[src/rtl/alu_pkg.sv]
// Shared op-code map, FSM state encoding and op classification for alu_mdu.
package alu_pkg;

  localparam logic [3:0] OP_ADD   = 4'd0;
  localparam logic [3:0] OP_SUB   = 4'd1;
  localparam logic [3:0] OP_AND   = 4'd2;
  localparam logic [3:0] OP_OR    = 4'd3;
  localparam logic [3:0] OP_XOR   = 4'd4;
  localparam logic [3:0] OP_NOR   = 4'd5;
  localparam logic [3:0] OP_SLT   = 4'd6;
  localparam logic [3:0] OP_SLTU  = 4'd7;
  localparam logic [3:0] OP_SLL   = 4'd8;
  localparam logic [3:0] OP_SRL   = 4'd9;
  localparam logic [3:0] OP_SRA   = 4'd10;
  localparam logic [3:0] OP_MUL   = 4'd11;
  localparam logic [3:0] OP_MULHU = 4'd12;
  localparam logic [3:0] OP_DIVU  = 4'd13;
  localparam logic [3:0] OP_REMU  = 4'd14;
  localparam logic [3:0] OP_RSVD  = 4'd15;

  typedef enum logic [1:0] {
    S_IDLE = 2'd0,
    S_MUL  = 2'd1,
    S_DIV  = 2'd2,
    S_DONE = 2'd3
  } alu_state_e;

  function automatic logic is_multicycle(input logic [3:0] op);
    return (op == OP_MUL) || (op == OP_MULHU) || (op == OP_DIVU) || (op == OP_REMU);
  endfunction

  function automatic logic is_div_op(input logic [3:0] op);
    return (op == OP_DIVU) || (op == OP_REMU);
  endfunction

endpackage

[src/rtl/alu_muldiv_iter.sv]
// Iterative unsigned engine: shift-add multiply or restoring divide, one bit per clock.
// MUL leaves the product in {hi,lo}; DIV leaves the quotient in lo and the remainder in hi.
module alu_muldiv_iter #(
  parameter int WIDTH = 32
) (
  input  logic             clk,
  input  logic             rst_n,
  input  logic             start,
  input  logic             is_div,
  input  logic [WIDTH-1:0] a,
  input  logic [WIDTH-1:0] b,
  output logic             done,
  output logic [WIDTH-1:0] lo,
  output logic [WIDTH-1:0] hi
);

  localparam int CW = $clog2(WIDTH) + 1;

  logic [2*WIDTH-1:0] p_q, p_d;
  logic [WIDTH-1:0]   m_q;
  logic               div_q;
  logic               run_q;
  logic [CW-1:0]      cnt_q;

  logic [WIDTH:0]     mul_sum;
  logic [WIDTH:0]     rem_sh;
  logic [WIDTH:0]     rem_sub;
  logic               rem_ge;

  always_comb begin
    mul_sum = {1'b0, p_q[2*WIDTH-1:WIDTH]} + (p_q[0] ? {1'b0, m_q} : '0);
    // Restoring step: shift the next dividend bit into the partial remainder.
    rem_sh  = {p_q[2*WIDTH-1:WIDTH], p_q[WIDTH-1]};
    rem_ge  = (rem_sh >= {1'b0, m_q});
    rem_sub = rem_sh - {1'b0, m_q};
    if (div_q) begin
      p_d = {(rem_ge ? rem_sub[WIDTH-1:0] : rem_sh[WIDTH-1:0]), p_q[WIDTH-2:0], rem_ge};
    end else begin
      p_d = {mul_sum, p_q[WIDTH-1:1]};
    end
  end

  // High during the edge that performs the final iteration.
  assign done = run_q && (cnt_q == CW'(WIDTH - 1));
  assign lo   = p_q[WIDTH-1:0];
  assign hi   = p_q[2*WIDTH-1:WIDTH];

  always_ff @(posedge clk) begin
    if (!rst_n) begin
      p_q   <= '0;
      m_q   <= '0;
      div_q <= 1'b0;
      run_q <= 1'b0;
      cnt_q <= '0;
    end else if (start) begin
      p_q   <= {{WIDTH{1'b0}}, (is_div ? a : b)};
      m_q   <= is_div ? b : a;
      div_q <= is_div;
      run_q <= 1'b1;
      cnt_q <= '0;
    end else if (run_q) begin
      p_q   <= p_d;
      cnt_q <= cnt_q + CW'(1);
      if (done) run_q <= 1'b0;
    end
  end

endmodule

[src/rtl/alu_mdu.sv]
// Registered execute-stage ALU with an iterative multiply/divide unit behind a valid/ready handshake.
// Handshake: a request transfers when in_valid && in_ready at a rising edge; out_valid pulses one cycle per result.
module alu_mdu
  import alu_pkg::*;
#(
  parameter int WIDTH = 32,
  parameter int SHW   = $clog2(WIDTH)
) (
  input  logic             clk,
  input  logic             rst_n,
  input  logic             in_valid,
  output logic             in_ready,
  input  logic [3:0]       op,
  input  logic [WIDTH-1:0] a,
  input  logic [WIDTH-1:0] b,
  output logic             out_valid,
  output logic [WIDTH-1:0] result,
  output logic             zero,
  output logic             overflow,
  output logic             busy,
  output logic [1:0]       dbg_state_o
);

  alu_state_e       state_q, state_d;
  logic [3:0]       op_q, op_d;
  logic             out_valid_q, out_valid_d;
  logic [WIDTH-1:0] result_q, result_d;
  logic             zero_q, zero_d;
  logic             ovf_q, ovf_d;

  logic             accept;
  logic             start;
  logic [WIDTH-1:0] sum, diff;
  logic [SHW-1:0]   shamt;
  logic [WIDTH-1:0] sc_res;
  logic             sc_ovf;
  logic             eng_done;
  logic [WIDTH-1:0] eng_lo, eng_hi;
  logic [WIDTH-1:0] mc_res;

  assign in_ready    = (state_q == S_IDLE);
  assign busy        = !in_ready;
  assign accept      = in_valid && in_ready;
  assign start       = accept && is_multicycle(op);
  assign sum         = a + b;
  assign diff        = a - b;
  assign shamt       = b[SHW-1:0];
  assign dbg_state_o = state_q;

  alu_muldiv_iter #(.WIDTH(WIDTH)) u_iter (
    .clk    (clk),
    .rst_n  (rst_n),
    .start  (start),
    .is_div (is_div_op(op)),
    .a      (a),
    .b      (b),
    .done   (eng_done),
    .lo     (eng_lo),
    .hi     (eng_hi)
  );

  always_comb begin
    sc_res = '0;
    sc_ovf = 1'b0;
    case (op)
      OP_ADD: begin
        sc_res = sum;
        sc_ovf = (a[WIDTH-1] == b[WIDTH-1]) && (sum[WIDTH-1] != a[WIDTH-1]);
      end
      OP_SUB: begin
        sc_res = diff;
        sc_ovf = (a[WIDTH-1] != b[WIDTH-1]) && (diff[WIDTH-1] != a[WIDTH-1]);
      end
      OP_AND:  sc_res = a & b;
      OP_OR:   sc_res = a | b;
      OP_XOR:  sc_res = a ^ b;
      OP_NOR:  sc_res = ~(a | b);
      // Mixed signs decide directly; equal signs cannot overflow the subtraction.
      OP_SLT:  sc_res = {{(WIDTH-1){1'b0}},
                         (a[WIDTH-1] != b[WIDTH-1]) ? a[WIDTH-1] : diff[WIDTH-1]};
      OP_SLTU: sc_res = {{(WIDTH-1){1'b0}}, (a < b)};
      OP_SLL:  sc_res = a << shamt;
      OP_SRL:  sc_res = a >> shamt;
      OP_SRA:  sc_res = $unsigned($signed(a) >>> shamt);
      default: sc_res = '0;
    endcase
  end

  assign mc_res = ((op_q == OP_MUL) || (op_q == OP_DIVU)) ? eng_lo : eng_hi;

  always_comb begin
    state_d     = state_q;
    op_d        = start ? op : op_q;
    out_valid_d = 1'b0;
    result_d    = result_q;
    zero_d      = zero_q;
    ovf_d       = ovf_q;
    case (state_q)
      S_IDLE: begin
        if (start) begin
          state_d = is_div_op(op) ? S_DIV : S_MUL;
        end else if (accept) begin
          out_valid_d = 1'b1;
          result_d    = sc_res;
          zero_d      = (sc_res == '0);
          ovf_d       = sc_ovf;
        end
      end
      S_MUL, S_DIV: begin
        if (eng_done) state_d = S_DONE;
      end
      S_DONE: begin
        state_d     = S_IDLE;
        out_valid_d = 1'b1;
        result_d    = mc_res;
        zero_d      = (mc_res == '0);
        ovf_d       = 1'b0;
      end
      default: state_d = S_IDLE;
    endcase
  end

  always_ff @(posedge clk) begin
    if (!rst_n) begin
      state_q     <= S_IDLE;
      op_q        <= OP_ADD;
      out_valid_q <= 1'b0;
      result_q    <= '0;
      zero_q      <= 1'b1;
      ovf_q       <= 1'b0;
    end else begin
      state_q     <= state_d;
      op_q        <= op_d;
      out_valid_q <= out_valid_d;
      result_q    <= result_d;
      zero_q      <= zero_d;
      ovf_q       <= ovf_d;
    end
  end

  assign out_valid = out_valid_q;
  assign result    = result_q;
  assign zero      = zero_q;
  assign overflow  = ovf_q;

endmodule

[config.mk]
export PLATFORM = sky130hd
export DESIGN_NAME = alu_mdu
export DESIGN_NICKNAME = d
export VERILOG_FILES = /design/src/rtl/alu_pkg.sv /design/src/rtl/alu_muldiv_iter.sv /design/src/rtl/alu_mdu.sv
export SDC_FILE = /design/constraint.sdc
export NUM_CORES = 1
export LEC_CHECK = 0
export CAP_MARGIN = 15
export CORE_MARGIN = 3
export CORE_UTILIZATION = 36
export CTS_BUF_LIST = sky130_fd_sc_hd__clkbuf_8
export CTS_CLUSTER_DIAMETER = 30
export CTS_CLUSTER_SIZE = 25
export DETAILED_ROUTE_END_ITERATION = 10
export SKIP_CTS_REPAIR_TIMING = 1
export SYNTH_ARGS = -nofsm -noshare
export SYNTH_HDL_FRONTEND = slang
export SYNTH_SLANG_ARGS = --single-unit
[constraint.sdc]
create_clock -name clk -period 6.5 [get_ports clk]
set_clock_uncertainty 0.15 [all_clocks]
set_input_delay 0.65 -clock clk [delete_from_list [all_inputs] [get_ports clk]]
set_output_delay 0.65 -clock clk [all_outputs]
set_load 0.01 [all_outputs]
Word-level counts from Yosys, hierarchy flattened
Index checks and enable logic that the tools add are counted.
{ "totals": {"register_bits": 145, "in_bits": 71, "word_cells": 106} }
{ "op_classes": {"add_sub_neg": 5, "magnitude_cmp": 2, "n_eq_ne": 28, "n_shift": 3, "n_mux": 30, "bitwise": 5, "n_reduce_logical": 21} }
{ "op_table": {"columns": ["operator", "count"], "rows": [
  ["case mux 32 bit (11 select lines)", 1],
  ["two-way mux 32 bit", 9],
  ["zero test 32 bit", 2],
  ["two-way mux 64 bit", 1],
  ["case mux 32 bit (2 select lines)", 1],
  ["subtractor 32 bit", 2],
  ["equality test 4 bit (second input constant)", 9],
  ["adder 32 x 32 -> 33 bit", 1],
  ["greater-or-equal comparator 33 x 32 -> 1 bit", 1],
  ["adder 32 bit", 1],
  ["bitwise AND 32 bit", 1],
  ["less-than comparator 32 bit", 1],
  ["NOT 32 bit", 1],
  ["bitwise OR 32 bit", 1],
  ["<< shifter 32 x 5 -> 32 bit", 1],
  [">> shifter 32 x 5 -> 32 bit", 1],
  [">>> shifter 32 x 5 -> 32 bit", 1],
  ["XOR 32 bit", 1],
  ["equality test 4 x 3 -> 1 bit (second input constant)", 4],
  ["two-way mux 1 bit", 10],
  ["equality test 4 x 2 -> 1 bit (second input constant)", 2],
  ["case mux 1 bit (2 select lines)", 4],
  ["adder 6 x 1 -> 6 bit (second input constant)", 1],
  ["equality test 6 x 5 -> 1 bit (second input constant)", 1],
  ["other kinds (19)", 36]
]} }

Depth between registers and ports, before layout
Gate-level depths: netlist of run 1.
{ "depth": {"ltp_word": 7, "ltp_mapped": 27, "depth_no_buf": 23} }

Cells and area by module
A second synthesis of run 1 with hierarchy kept.
{ "hier_totals": {"cells_unflattened": 2830, "hier_area_um2": 21346.7} }
{ "modules_own_cells": {"columns": ["mod", "instances", "cells_per_inst", "area_each_um2"], "rows": [
  ["alu_mdu", 1, 1669, 12211.7],
  ["alu_muldiv_iter", 1, 1161, 9135.0]
]} }

Worst setup path before layout of run 1
No wires, ideal clock.
{ "synth_timing": {"path_type": "input-to-reg", "start": "input port b[3]", "end": "register zero_q (netlist: zero)", "setup_time_ns": 0.093, "arrival_ns": 5.833, "slack_ns": 0.424, "path_stages": 27, "path_buffers": 4, "cell_sequence": "clkbuf_1 > inv_1 > buf_2 > clkbuf_1 > buf_1 > ha_1 > inv_1 > o311ai_0 > nand2_1 > a311oi_1 > o21ai_1 > a221oi_1 > nor2_1 > nor2_1 > o21ai_0 > a21oi_1 > o21bai_1 > fa_1 > nand3b_1 > a21oi_1 > nor4_1 > o211ai_1 > nand2b_1 > or4_1 > nor4_2 > nand3_1 > o311ai_2"} }
{ "synth_via": {"elab_chain_len": 7, "elab_cells_between_ends": 16} }
{ "synth_lines": {"columns": ["item", "line_no", "source"], "rows": [
  ["start: declaration", "alu_mdu.sv:15", "input logic [WIDTH-1:0] b,"],
  ["subtractor 32 bit or bitwise OR 32 bit (tied branches)", "alu_mdu.sv:46, alu_mdu.sv:75, alu_mdu.sv:77", null],
  ["two-way mux 1 bit or NOT 32 bit (tied branches)", "alu_mdu.sv:80, alu_mdu.sv:77", null],
  ["case mux 32 bit (11 select lines) *", "alu_mdu.sv:65", "case (op)"],
  ["zero test 32 bit *", "alu_mdu.sv:105", "zero_d = (sc_res == '0);"],
  ["two-way mux 1 bit *", "alu_mdu.sv:102", "end else if (accept) begin"],
  ["two-way mux 1 bit *", "alu_mdu.sv:100", "if (start) begin"],
  ["case mux 1 bit (2 select lines) *", "alu_mdu.sv:98", "case (state_q)"],
  ["end signal: assignment", "alu_mdu.sv:136", "zero_q <= zero_d;"],
  ["end: declaration", "alu_mdu.sv:28", "logic zero_q, zero_d;"]
]} }
Mark *: on every way between the ends. The rest lies on a longest branch, timed or not. The select of a mux whose other input is x is not followed.
A chain may end at the register's enable or synchronous reset.

Worst setup path in the final report of run 1
{ "layout_timing": {"start": "input port a[19]", "end": "register zero_q (netlist: zero)"} }
{ "layout_via": {"elab_chain_len": 7, "elab_cells_between_ends": 16} }
{ "layout_lines": {"columns": ["item", "line_no", "source"], "rows": [
  ["start: declaration", "alu_mdu.sv:14", "input logic [WIDTH-1:0] a,"],
  ["subtractor 32 bit or bitwise OR 32 bit (tied branches)", "alu_mdu.sv:46, alu_mdu.sv:75, alu_mdu.sv:77", null],
  ["two-way mux 1 bit or NOT 32 bit (tied branches)", "alu_mdu.sv:80, alu_mdu.sv:77", null],
  ["case mux 32 bit (11 select lines) *", "alu_mdu.sv:65", null],
  ["zero test 32 bit *", "alu_mdu.sv:105", null],
  ["two-way mux 1 bit *", "alu_mdu.sv:102", null],
  ["two-way mux 1 bit *", "alu_mdu.sv:100", null],
  ["case mux 1 bit (2 select lines) *", "alu_mdu.sv:98", null]
]} }
Marks and branches as above.

==> results of run 1 <==
==> cell type report <==
| type | count | area share (%) |
|---|---|---|
| Sequential cell | 145 | 12.5 |
| Clock buffer | 18 | 1.06 |
| Multi-Input combinational cell | 2296 | 70.3 |
| Antenna cell | 3 | 0.0321 |
| Tap cell | 756 | 4.05 |
| Clock inverter | 13 | 0.691 |
| Inverter | 157 | 2.52 |
| Timing Repair Buffer | 240 | 8.92 |
==> synthesized netlist by cell type (11+ instances only) <==
cell type,number
nand2_1,303
nor2_1,271
a21oi_1,209
clkbuf_1,178
ha_1,173
o21ai_0,169
mux2i_1,163
inv_1,156
dfxtp_1,145
a211oi_1,87
o211ai_1,71
nor3_1,52
a21o_1,51
mux4_2,50
and3_1,47
xnor2_1,44
nand3_1,43
and2_1,42
buf_2,30
mux2_2,29
nand2b_1,29
a31oi_1,28
a21boi_0,26
nor2b_1,26
a221oi_1,24
buf_1,23
nand4_1,22
o21bai_1,22
o21a_1,19
o22ai_1,19
xor2_1,19
nor4_1,17
a221o_1,16
a22oi_1,16
or3_1,13
o221ai_1,12
o2111ai_1,11
==> worst max-delay path: stages <==
cell,delay (ns)
clkdlybuf4s50_1,0.49
inv_1,0.08
ha_1,0.31
or4_1,0.61
or3_1,0.35
or3_1,0.32
o21ai_1,0.27
a221oi_1,0.19
nor2_1,0.12
nor2_1,0.05
o21ai_0,0.16
a21oi_1,0.09
o21bai_1,0.22
fa_1,0.48
nand3b_1,0.10
a21oi_1,0.07
nor4_1,0.28
o211ai_1,0.14
nand2b_1,0.19
or4_1,0.53
nor4_2,0.15
nand3_1,0.12
o311ai_2,0.25
==> power groups by stage <==
stage / logic, mW / registers, mW / clock network, mW
floorplan: 1.77 / 1.19 / 0
global route: 3.03 / 1.22 / 0.834
finish: 2.83 / 1.20 / 0.791
global placement: 2.75 / 1.21 / 0
CTS: 2.78 / 1.20 / 0.808
detailed placement: 2.76 / 1.22 / 0
==> state kept, by name, summed over array words and instances (netlist names), 2 cells and up <==
register,cells
u_iter.p_q,64
u_iter.m_q,32
u_iter.cnt_q,6
result,32
dbg_state_o,2
op_q,4
==> through the flow <==
stage	worst slack, ns	total power [mW]	std cells
after floorplan	0.424	2.96	2838
after global placement	0.225	3.97	3594
after detailed placement	0.142	3.98	3594
after CTS	0.709	4.79	3625
after global routing	0.145	5.09	3625
final	0.569	4.82	3628
==> routing by layer <==
layer	track usage, %	part of all wire, %
met1	42.8	42
met4	16.6	5.6
met3	6.63	9.0
met2	50.9	44
met5	0	0.050
==> cell families (layout without fill, tap and decap cells) <==
family,count (synthesis),count (layout),synth area share (%)
and+or+nand+nor,907,907,20.1
AOI/OAI and AO/OA,896,896,28.8
buffers and inverters,397,428,7.82
muxes,252,252,15.8
adders and majority gates,178,178,10.9
DFF,145,145,13.9
xor gates and xnor gates,63,63,2.64
other,0,3,0
==> layout by cell type (no fill, tap or decap), types with 71 or more instances in the layout <==
cell type	n
nand2_1	303
nor2_1	271
a21oi_1	208
ha_1	172
o21ai_0	169
mux2i_1	163
inv_1	157
dfxtp_1	143
buf_4	129
clkdlybuf4s50_1	103
a211oi_1	87
o211ai_1	71
==> final timing paths <==
check	end	slack, ns	cells past startpoint
max	zero$_SDFFE_PN1P_	0.57	23
min	op_q[0]$_SDFFE_PN0P_	0.31	2
max reg2reg	u_iter.p_q[47]$_SDFFE_PP0P_	1.97	13
min reg2reg	op_q[0]$_SDFFE_PN0P_	0.31	2
==> results.yml, run 1 <==
outcome:
  status: "finished clean"
route:
  ant_nets: 0
  wl_per_cell_um: 28.2
  dr.pass1.iters: 5
  drc: 0
  finalWirelength_um: 102000
  via_per_inst: 6.34
  first_iter_violations: 2585
  vias: 23000
synth:
  synth_top_area_share_pct: 13.9
  ys_warn_count: 0
  synthCells: 2838
  synth_edf_count: 0
  synth_seq_cells: 145
  ys_seq_area_share_pct: 13.9
  syn_area_um2: 20900
  synth_cell_types: 94
  synth_flop_cell: "dfxtp_1"
  ys_async_sr_fraction_pct: 0
  syn_avg_cell_area_um2: 7.35
  synth.top_cells.by_area: "dfxtp_1 (14%), ha_1 (10%), mux2i_1 (7.8%)"
  synth_top_cell_by_area: "dfxtp_1"
  synthesis.nets: 3087
sta:
  min_period_ns: 5.93
  hold_viol_final: 0
  rsz0062_at_grt: "false"
  tns_ns: 0
  setup_viol: 0
  max_freq_mhz: 169
  tightest_slew_ns: 1.17
  period_share_pct: 91.2
  max-slew-margin-rel_pct: 21.4
  final_max_slew_viol_count: 0
  hold_slack_ns: 0.308
clock_tree:
  tritoncts: "done"
  clkSinkCount: 145
  cts_buffers: 17
  root_buffer: "clkbuf_8"
  clk_latency_ns: 0.54
  htree_levels: 4
  clockBufferDepth: 2
  cts.clk_slew.worst_paths_ns: 0.09
layout:
  design_area_um2: 23400
  fill_cells: 5946
  drive_gt1_share_pct: 10.1
  fin_util_pct: 41.1
  nets: 3106
  ff_latch_area_um2: 2910
  area_growth_pct: 12.0
  multiInputGateArea_um2: 16400
grt:
  antenna_found_initial: 10
  gr-total-overflow: 0
  track_usage_pct: 32.7
  grt_max_degree: 75
  grt_pass1_wl_um: 148000
  first_global_vias: 21800
die:
  io_pins: 110
  dieHeight_um: 247
  die_x_um: 247
  fp-row-count: 87
  die_area_um2: 60900
  fp.coreArea_um2: 56800
  start_util_pct: 36.7
setup_path:
  cp-start-kind: "input port"
  path_max_fanout: 4
  r2r-start: "u_iter.m_q[31]$_SDFFE_PN0P_"
  crit_path_end_kind: "flop"
  startpoint: "a[19]"
  critPathRequiredTime_ns: 6.79
  arrival_ns: 6.22
  crit_type: "in -> reg"
power:
  ir_worst_vdd_mv: 0.175
  p_leak_nw: 9.39
  clock_power_share_pct: 16.4
  seqPwrFrac_pct: 24.9
  power_switching_mw: 2.26
  swShare_pct: 46.8
  p_int_mw: 2.57
  p_per_area_nw_per_um2: 206
  pwr-share-comb_pct: 58.7
placed_design:
  dp_hpwl_um: 80700
  gp_congestion: 1.04
  placed_area_um2: 22900
  portBuffers: 109
worst_hold_path:
  hold_class: "reg -> reg"
  hp-start: "op_q[0]$_SDFFE_PN0P_"
job:
  drv_cap: 0
Note: power is estimated with default switching activity, not from simulation.
==> inputs of run 2 (changes only) <==
Settings changed: GPL_TIMING_DRIVEN set to 0.
==> results.yml, run 2 (synthesis gave the netlist of run 1 again) <==
outcome:
  status: "finished clean"
clock_tree:
  htree_levels: 4
  root_buffer: "clkbuf_8"
  tritoncts: "done"
  cts_buffers: 17
  cts.clk_slew.worst_paths_ns: 0.09
  clk_latency_ns: 0.51
  clkSinkCount: 145
  clockBufferDepth: 2
sta:
  max_freq_mhz: 156
  final_max_slew_viol_count: 0
  tns_ns: 0
  min_period_ns: 6.42
  tightest_slew_ns: 1.34
  max-slew-margin-rel_pct: 9.22
  hold_viol_final: 0
  hold_slack_ns: 0.307
  period_share_pct: 98.7
  setup_viol: 0
setup_path:
  cpMaxStageDelayCell: "or4_1"
  path_max_fanout: 10
  cp_top_family: "simple AND/OR/NAND/NOR gates"
  path_cells: "clkbuf_2 -> buf_4 -> inv_1 -> ha_1 -> or4_1 -> or3_1 -> or3_4 -> o21ai_4 -> a221oi_4 -> nor2_1 -> nor2_1 -> o21ai_0 -> a21oi_1 -> o21bai_2 -> fa_2 -> a21oi_1 -> mux2i_1 -> nor2_1 -> a221oi_2 -> o2111ai_2 -> or4_1 -> nor4_2 -> nand3_1 -> o311ai_2"
  max_stage_delay_ns: 0.63
  cp_num_buf_inv: 3
  cp-start-kind: "input port"
  cpMostUsedCell: "nor2_1"
  crit_path_end_kind: "flop"
  arrival_ns: 6.68
  crit_type: "in -> reg"
  critPathRequiredTime_ns: 6.76
route:
  dr.pass1.iters: 7
  via_per_inst: 6.38
  drc: 0
  finalWirelength_um: 113000
  wl_per_cell_um: 30.1
  first_iter_violations: 2876
  vias: 23900
  ant_nets: 0
die:
  start_util_pct: 36.7
  die_area_um2: 60900
  fp-row-count: 87
  dieHeight_um: 247
  die_x_um: 247
  io_pins: 110
  fp.coreArea_um2: 56800
job:
  drv_cap: 0
power:
  p_leak_nw: 9.55
  power.total_mw: 4.87
  p_per_area_nw_per_um2: 205
  ir_worst_vdd_mv: 0.131
layout:
  top_register: "u_iter.p_q"
  final_cell_mix: "nand2_1 (303), nor2_1 (270), a21oi_1 (208)"
  area_growth_pct: 14.1
  largest_register_ffs: 64
  nets: 3227
  drive_gt1_share_pct: 8.73
  final_common_cell: "nand2_1"
  fin_cells: 3748
grt:
  grt_max_degree: 17
  grt_pass1_wl_um: 161000
  first_global_vias: 22600
  antenna_found_initial: 3
  track_usage_pct: 36.2
  gr-total-overflow: 0
placed_design:
  placedCellCount: 3705
  portBuffers: 108
  dp_hpwl_um: 92700
  gp_congestion: 1.03
worst_hold_path:
  hold_class: "reg -> reg"
-- run 2: path summary, 6_finish.rpt --
check / endpoint / cells past startpoint / start / slack, ns
hold reg to reg: op_q[0]$_SDFFE_PN0P_ / 2 / op_q[0]$_SDFFE_PN0P_ / 0.31
setup / recovery: zero$_SDFFE_PN1P_ / 24 / a[19] / 0.08
hold / removal: op_q[0]$_SDFFE_PN0P_ / 2 / op_q[0]$_SDFFE_PN0P_ / 0.31
setup reg to reg: u_iter.p_q[34]$_SDFFE_PP0P_ / 16 / u_iter.p_q[41]$_SDFFE_PP0P_ / 1.44
-- run 2: through the flow --
stage	cell area (µm²)	util [%]	worst slack, ns
CTS	23300	41.1	-2.65
finish	23800	41.9	0.0837
global placement	22900	40.3	-3.24
detailed placement	22900	40.4	-3.15
floorplan	20900	-	0.424
global route	23800	41.9	-0.0291
-- run 2: final cells by class --
type                    count  area (µm²)
fillers                  6037       33000
flip-flops and latches    145        2900
multi-input cells        2296       16500
clock buffers              19         262
diodes                      1        2.50
clock inverters            13         136
plain buffers             233        1180
inverters                 157         604
repair buffers            128        1260
well taps                 756         946
-- run 2: worst register-to-register path, delay by kind of cell, from the launching register on --
family	cells	cell delay, ns
simple gates	5	1.34
fa+ha+maj	1	0.33
compound gates	7	1.14
buf+inv	3	1.62
flops	1	0.42
-- run 2: report_power, final --
group          switching, mW  internal (mW)  total (mW)
combinational           1.79           1.14        2.92
sequential             0.140           1.05        1.19
clock                  0.401          0.362       0.763
total                   2.33           2.54        4.87
-- run 2: metal layers --
metal | track usage [%] | routed length, µm
met1 | 46.3 | 46000
met4 | 18.5 | 6950
met2 | 57.3 | 49700
met3 | 7.91 | 10300
met5 | 0 | 13
